File: config.mk
export PLATFORM = sky130hd
export DESIGN_NAME = if_fetch_unit
export DESIGN_NICKNAME = d
export VERILOG_FILES = /design/src/rtl/if_fetch_unit.sv
export SDC_FILE = /design/constraint.sdc
export NUM_CORES = 1
export LEC_CHECK = 0
export CAP_MARGIN = 30
export CORE_MARGIN = 4
export CORE_UTILIZATION = 30
export DETAILED_ROUTE_END_ITERATION = 10
export PLACE_DENSITY = 0.53
export SETUP_SLACK_MARGIN = 0.1
export SYNTH_ARGS = -nofsm -noshare
export SYNTH_HDL_FRONTEND = slang
export SYNTH_SLANG_ARGS = --single-unit
File: constraint.sdc
create_clock -name clk_i -period 2.14 [get_ports clk_i]
set_input_delay 0.428 -clock clk_i [delete_from_list [all_inputs] [get_ports clk_i]]
set_output_delay 0.428 -clock clk_i [all_outputs]
set_load 0.01 [all_outputs]
File: src/rtl/if_fetch_unit.sv
// RV32I instruction-fetch stage: owns the PC, keeps at most one imem request in flight and
// fills the IF/ID register, parking a word in a one-entry skid while decode is stalled.
module if_fetch_unit #(
  parameter logic [31:0] RESET_PC = 32'h0000_0000,
  parameter logic [31:0] NOP_INS  = 32'h0000_0013
) (
  input  logic        clk_i,
  input  logic        rst_i,
  output logic        imem_req_o,
  output logic [31:0] imem_addr_o,
  input  logic [31:0] imem_rdata_i,
  input  logic        imem_rvalid_i,
  input  logic        id_stall_i,
  input  logic        redirect_i,
  input  logic [31:0] redirect_pc_i,
  output logic        ifid_valid_o,
  output logic [31:0] ifid_ins_o,
  output logic [31:0] ifid_pc_o,
  output logic [31:0] ifid_pc4_o
);

  localparam logic [1:0] StIdle = 2'd0;
  localparam logic [1:0] StWait = 2'd1;
  localparam logic [1:0] StHold = 2'd2;

  logic [1:0]  state_q, state_d;
  logic [31:0] pc_q, pc_d;
  logic [31:0] skid_q, skid_d;
  logic        discard_q, discard_d;
  logic        ifid_valid_q, ifid_valid_d;
  logic [31:0] ifid_ins_q, ifid_ins_d;
  logic [31:0] ifid_pc_q, ifid_pc_d;
  logic [31:0] ifid_pc4_q, ifid_pc4_d;

  logic [31:0] target;
  logic [31:0] pc_plus4;
  logic        slot_free;
  logic        load;
  logic [31:0] load_ins;

  assign target      = redirect_pc_i & ~32'd3;
  assign pc_plus4    = pc_q + 32'd4;
  assign slot_free   = ~ifid_valid_q | ~id_stall_i;
  assign imem_req_o  = (state_q == StIdle) & ~redirect_i & ~rst_i;
  assign imem_addr_o = pc_q;

  // The PC only advances once its word has been committed to IF/ID.
  always_comb begin
    state_d   = state_q;
    pc_d      = pc_q;
    skid_d    = skid_q;
    discard_d = discard_q;
    load      = 1'b0;
    load_ins  = skid_q;
    case (state_q)
      StIdle: begin
        if (redirect_i) begin
          pc_d = target;
        end else begin
          state_d = StWait;
        end
      end
      StWait: begin
        if (imem_rvalid_i) begin
          if (discard_q || redirect_i) begin
            discard_d = 1'b0;
            state_d   = StIdle;
            if (redirect_i) begin
              pc_d = target;
            end
          end else if (slot_free) begin
            load     = 1'b1;
            load_ins = imem_rdata_i;
            pc_d     = pc_plus4;
            state_d  = StIdle;
          end else begin
            skid_d  = imem_rdata_i;
            state_d = StHold;
          end
        end else if (redirect_i) begin
          // Response still owed for the old path; swallow it when it lands.
          pc_d      = target;
          discard_d = 1'b1;
        end
      end
      StHold: begin
        if (redirect_i) begin
          pc_d    = target;
          state_d = StIdle;
        end else if (!id_stall_i) begin
          load    = 1'b1;
          pc_d    = pc_plus4;
          state_d = StIdle;
        end
      end
      default: state_d = StIdle;
    endcase
  end

  always_comb begin
    ifid_valid_d = ifid_valid_q;
    ifid_ins_d   = ifid_ins_q;
    ifid_pc_d    = ifid_pc_q;
    ifid_pc4_d   = ifid_pc4_q;
    if (redirect_i) begin
      ifid_valid_d = 1'b0;
      ifid_ins_d   = NOP_INS;
    end else if (load) begin
      ifid_valid_d = 1'b1;
      ifid_ins_d   = load_ins;
      ifid_pc_d    = pc_q;
      ifid_pc4_d   = pc_plus4;
    end else if (!id_stall_i) begin
      ifid_valid_d = 1'b0;
      ifid_ins_d   = NOP_INS;
    end
  end

  always_ff @(posedge clk_i) begin
    if (rst_i) begin
      state_q      <= StIdle;
      pc_q         <= RESET_PC;
      skid_q       <= 32'd0;
      discard_q    <= 1'b0;
      ifid_valid_q <= 1'b0;
      ifid_ins_q   <= NOP_INS;
      ifid_pc_q    <= 32'd0;
      ifid_pc4_q   <= 32'd0;
    end else begin
      state_q      <= state_d;
      pc_q         <= pc_d;
      skid_q       <= skid_d;
      discard_q    <= discard_d;
      ifid_valid_q <= ifid_valid_d;
      ifid_ins_q   <= ifid_ins_d;
      ifid_pc_q    <= ifid_pc_d;
      ifid_pc4_q   <= ifid_pc4_d;
    end
  end

  assign ifid_valid_o = ifid_valid_q;
  assign ifid_ins_o   = ifid_ins_q;
  assign ifid_pc_o    = ifid_pc_q;
  assign ifid_pc4_o   = ifid_pc4_q;

endmodule

Yosys cells after proc, flatten, opt, wreduce, memory -nomap -nowiden. Cells that the tools add are included.

Logic and storage cells: 67. Bits of input ports: 69. Flip-flop bits (word level): 164. Output and inout bits: 130.

Equality and inequality tests: 8. Bitwise operators: 9. Muxes and demuxes: 31. Add/sub/neg operators: 1. Reduce and logical (&&, ||, !) cells: 10.

Operators with widths (number): two-way mux 32 bit (12); one-hot mux 32 bit (3 select lines) (1); adder 32 x 3 -> 32 bit (second input constant) (1); two-way mux 2 bit (6); two-way mux 1 bit (10); AND reduction 3 bit (3); NOT 1 bit (6); one-hot mux 2 bit (3 select lines) (1); != test 2 x 1 -> 1 bit (second input constant) (2); != test 2 bit (second input constant) (2); != test 4 bit (second input constant) (1); AND reduction 4 bit (1); != test 3 bit (second input constant) (1); nonzero test 3 bit (1); AND 1 bit (2); equality test 2 x 1 -> 1 bit (second input constant) (1); equality test 2 bit (second input constant) (1); logical NOT 2 bit (1); one-hot mux 1 bit (2 select lines) (1); AND reduction 2 bit (1); nonzero test 2 bit (1); OR reduction 2 bit (1); logical OR 1 bit (1); OR 1 bit (1).

Logic depth before layout (Yosys ltp).
Depth after elaboration: 7. Depth in mapped cells: 11. Depth with buffers taken out: 7.

Worst setup path before layout. Ideal clock, no wire load.

Kind: register to register. Start: register state_q[0]. End: register pc_q[30] (netlist: imem_addr_o[30]). Path buffers: 3. Required time: 2.015 ns. Cell stages (with the launch flop): 10. Period minus slack after synthesis: 2.144 ns. Data arrival time: 2.019 ns. Setup slack: -0.004 ns. Setup time: 0.125 ns. Cells stage by stage: dfxtp_1 -> inv_1 -> ha_1 -> buf_2 -> or3b_1 -> and2_1 -> buf_2 -> buf_2 -> a222oi_1 -> o2bb2ai_1.

Word-level cells in the longest chain between the ends: 3. Elaborated cells on any way between the ends: 8. Classes of those cells: 4 x eq/ne; 1 x mux; 3 x reduce/logical.

Ends and longest elaborated chain: start, declared (line 26) `logic [1:0] state_q, state_d;`; start signal, assigned (line 121) `state_q <= StIdle;`; start signal, assigned (line 130) `state_q <= state_d;`; equality test 2 x 1 -> 1 bit, or another cell as far along (line 55) `case (state_q)`; != test 4 bit (no line), or another cell as far along; AND reduction 3 bit (no line); end signal, assigned (line 131) `pc_q <= pc_d;`; end, declared (line 27) `logic [31:0] pc_q, pc_d;`.

Several ways; a longest one is shown, not always the timed one. A chain may end at the register's enable or synchronous reset.

Worst setup path in the final report.
Start: register state_q[1]. End: register pc_q[11] (netlist: imem_addr_o[11]).

The elaborated chain is that of the path after synthesis.

==> flow_summary_export.csv <==
group,metric,value,unit
status,status,"complete, no violations",
die,die_y,175,um
grt,grt_pass1_wl,48.7,mm
clocking,cts_buffer_depth,2,
worst_setup_path,critPathCaptureType,"register",
clocking,clk_pin_slew,70,ps
timing,drv_slew,0,
die,rows,60,
synthesis,netlist.area_leader.share,38.8,%
timing,finalCritPeriodShare,96.5,%
timing,hold_viol,0,
clocking,cts_root_buf,"clkbuf_16",
job,drv_cap,0,
pwr,max-vdd-ir-drop,0.418,mV
grt,grt-ovfl-total,0,
grt,antenna_found_initial,1,
timing,setup_viol,0,
layout,fin_nets,1403,
timing,worst_hold_slack,338,ps
hold_path,hp-class,"input port to register",
drt,dr.first_iter.drc_count,536,
synthesis,syn_area,8350,um2
clocking,ctsHtreeMaxLevel,4,
worst_setup_path,path_class,"register to register",
hold_path,hold_path_depth,2,
synthesis,ys_warn_count,0,
drt,vias,8832,
die,initial_core_util,30.7,%
worst_setup_path,rrSetupSlack,70,ps
layout,syn2layout_area_growth,56.1,%
worst_setup_path,startpoint_type,"register",
synthesis,postSynthRegisterBits,162,
die,die_w,175,um
grt,grt_max_degree,50,
synthesis,yosys.area.top_type,"dfxtp_1",
synthesis,synth.distinct_cells,78,
worst_setup_path,r2r_cells,9,
synthesis,postSynthAreaPerCell,8.16,um2
worst_setup_path,arrival,2380,ps
synthesis,yosysSeqAreaShare,38.8,%
timing,max_freq,484,MHz
worst_setup_path,crit_slowest_cell,"dfxtp_4",
timing,rsz0062_at_grt,"yes",
synthesis,synth_area_leaders,"dfxtp_1, nand2_1, a21oi_1",
synthesis,synth-async-reset-ratio,0,%
worst_setup_path,crit_chain,"inv_4, ha_4, buf_4, nand4bb_4, buf_6, o2111ai_4, clkdlybuf4s15_2, nor4_1, a311o_1",
synthesis,synth_edf_count,0,
drt,drtAntennaViolNets,0,
drt,via_per_inst,5.15,
layout,n_antenna_cell,0,
drt,wire_per_inst,19.4,um
worst_setup_path,rr_endpoint,"imem_addr_o[11]",
worst_setup_path,path_max_fanout,5,
clocking,clock_latency,440,ps
clocking,cts_tree,"yes",
pwr,leakagePower,4.64,nW
placed_design,place_ws,-279,ps
drt,drt_wl_total,33.3,mm
pwr,powerDensity,571,nW/um2
grt,grt_pass1_vias,8408,
timing,layout_setup_ws,74.9,ps
pwr,p_total,7.44,mW
placed_design,port_buffers,196,
die,core,27200,um2
placed_design,gp_congestion,0.889,
layout,drive_above_1_share,25.5,%
drt,drcViolationCount,0,
clocking,cts_buffers,17,
synthesis,ys.flop_type,"dfxtp_1",
grt,grt.total_usage,19.9,%
worst_setup_path,r2r_start,"state_q[1]",
timing,worst_pin_slew,661,ps
drt,drt_first_pass_iters,5,
worst_setup_path,critical-path-max-stage-delay,370,ps
hold_path,hold_end,"state_q[1]",
placed_design,hpwl,22.8,mm
hold_path,worstHoldStart,"rst_i",
die,die_area,30600,um2
timing,max_slew_margin,56.0,%
synthesis,synth_cells,1024,
worst_setup_path,cp_num_buf_inv,4,
worst_setup_path,crit_family,"buffers and inverters",
worst_setup_path,required,2460,ps
clocking,clock-sinks,162,
synthesis,syn-num-nets,1098,
die,io_pins,199,
timing,post-route-min-period,2070,ps
timing,skew,15.2,ps
[sequential cells by signal (all words and copies together), names as in the netlist]
name,count
ifid_ins_o,32
discard_q,1
skid_q,32
ifid_pc_o,32
imem_addr_o,32
ifid_pc4_o,30
state_q,2
ifid_valid_o,1
[Yosys cell counts, types with 3 or more instances]
| cell type | instances |
|---|---|
| o21ai_2 | 6 |
| a222oi_1 | 3 |
| nand2_1 | 158 |
| nor4_2 | 4 |
| a22o_1 | 6 |
| nor4_4 | 5 |
| xnor2_1 | 22 |
| o22ai_1 | 5 |
| nor3_2 | 3 |
| ha_1 | 5 |
| clkbuf_1 | 47 |
| a31oi_1 | 4 |
| buf_2 | 35 |
| buf_1 | 6 |
| o21ai_0 | 18 |
| nand4_1 | 10 |
| dfxtp_1 | 162 |
| o221ai_1 | 3 |
| nor3b_1 | 4 |
| nand3_1 | 45 |
| nor4_1 | 6 |
| buf_6 | 4 |
| and3_1 | 6 |
| o2bb2ai_1 | 11 |
| a21oi_1 | 105 |
| a22oi_1 | 5 |
| nand2b_1 | 9 |
| o21ai_1 | 5 |
| nor3_1 | 35 |
| a211oi_1 | 42 |
| inv_1 | 21 |
| o32ai_1 | 7 |
| buf_4 | 9 |
| mux2_2 | 31 |
| xor2_1 | 6 |
| nand4_4 | 3 |
| nor2b_1 | 3 |
| o31ai_1 | 8 |
| and4_1 | 4 |
| a221oi_1 | 4 |
| nor2_1 | 85 |
| o211ai_1 | 5 |
| and2_1 | 10 |
[per-layer routing]
layer	vias to the layer above	wire length (um)	share of wire (%)	GRT usage [%]
met5	-	7	0.021	0
met2	292	15700	47	32.5
met4	2	457	1.4	4.48
met1	4239	15100	45	26.8
met3	32	2080	6.2	4.65
li1	4267	-	-	-
[layout by cell type, fill, tap and decap left out, types with 5 or more instances in the layout]
master	instances
buf_12	15
inv_6	5
nand4_1	10
o21ai_2	8
xor2_1	6
mux2_2	31
a21oi_1	101
dfxtp_1	155
clkbuf_16	27
o32ai_1	7
nor4_1	5
inv_1	18
a211oi_2	9
nor3_1	35
xnor2_1	22
dfxtp_2	5
buf_4	153
a211oi_1	35
o211ai_1	5
buf_6	12
a22oi_1	5
nor4_4	6
o31ai_1	6
and3_1	6
a22o_1	6
clkinv_8	5
and2_1	8
nor2_1	83
nand2b_1	9
clkdlybuf4s50_1	191
nand2_1	154
o21ai_0	16
nand3_1	45
o2bb2ai_1	11
[power breakdown]
group          total (mW)  switching [mW]  leakage, nW  internal, mW
registers            3.12          0.0511         1.31          3.07
logic                1.16           0.579         3.04         0.580
clock network        3.17            1.58        0.295          1.59
[final cells by class]
cell class	count	area [um2]
well taps	372	465
clock inverters	15	179
fillers	2689	14100
flip-flops and latches	162	3260
clock buffers	17	425
inverters	21	85.1
repair buffers	387	3830
multi-input cells	740	4800
[stage by stage]
step	area, um2	std cells	setup TNS (ps)	util, %
after floorplan	8390	1024	0	-
after global placement	11600	1644	-19790	42.8
after detailed placement	11600	1644	-20310	42.8
after CTS	12400	1680	0	45.5
after global routing	13000	1714	-2.05	48.0
final	13000	1714	0	48.0
[how the worst max path moves through the flow]
stage                        startpoint               to  slack (ps)  cells past startpoint
final                        state_q[1]  imem_addr_o[11]          70                      9
after global routing         state_q[1]  imem_addr_o[27]          -2                      8
after CTS                    state_q[1]  imem_addr_o[27]          70                      8
after detailed placement  imem_rvalid_i  imem_addr_o[15]        -280                      7
after global placement    imem_rvalid_i  imem_addr_o[15]        -290                      7
after floorplan              state_q[0]  imem_addr_o[30]         100                      9
[cells by family after synthesis]
group	Yosys count	synth area share (%)
AOI/OAI and AO/OA	266	21.5
buffers and inverters	123	6.83
and+or+nand+nor	408	24.9
xor gates and xnor gates	28	2.94
DFF	162	38.8
adders and majority gates	5	0.749
muxes	32	4.30
[what timing repair did]
item | 4_1_cts | 5_1_grt
gates cloned | 1 | 13
gates resized for setup | 20 | 52
setup endpoints to repair | 51 | 62
buffers inserted | 3 | 21
hold buffers | 0 | 0
pin swaps | 1 | 26
Power figures use the tool's default switching activity.
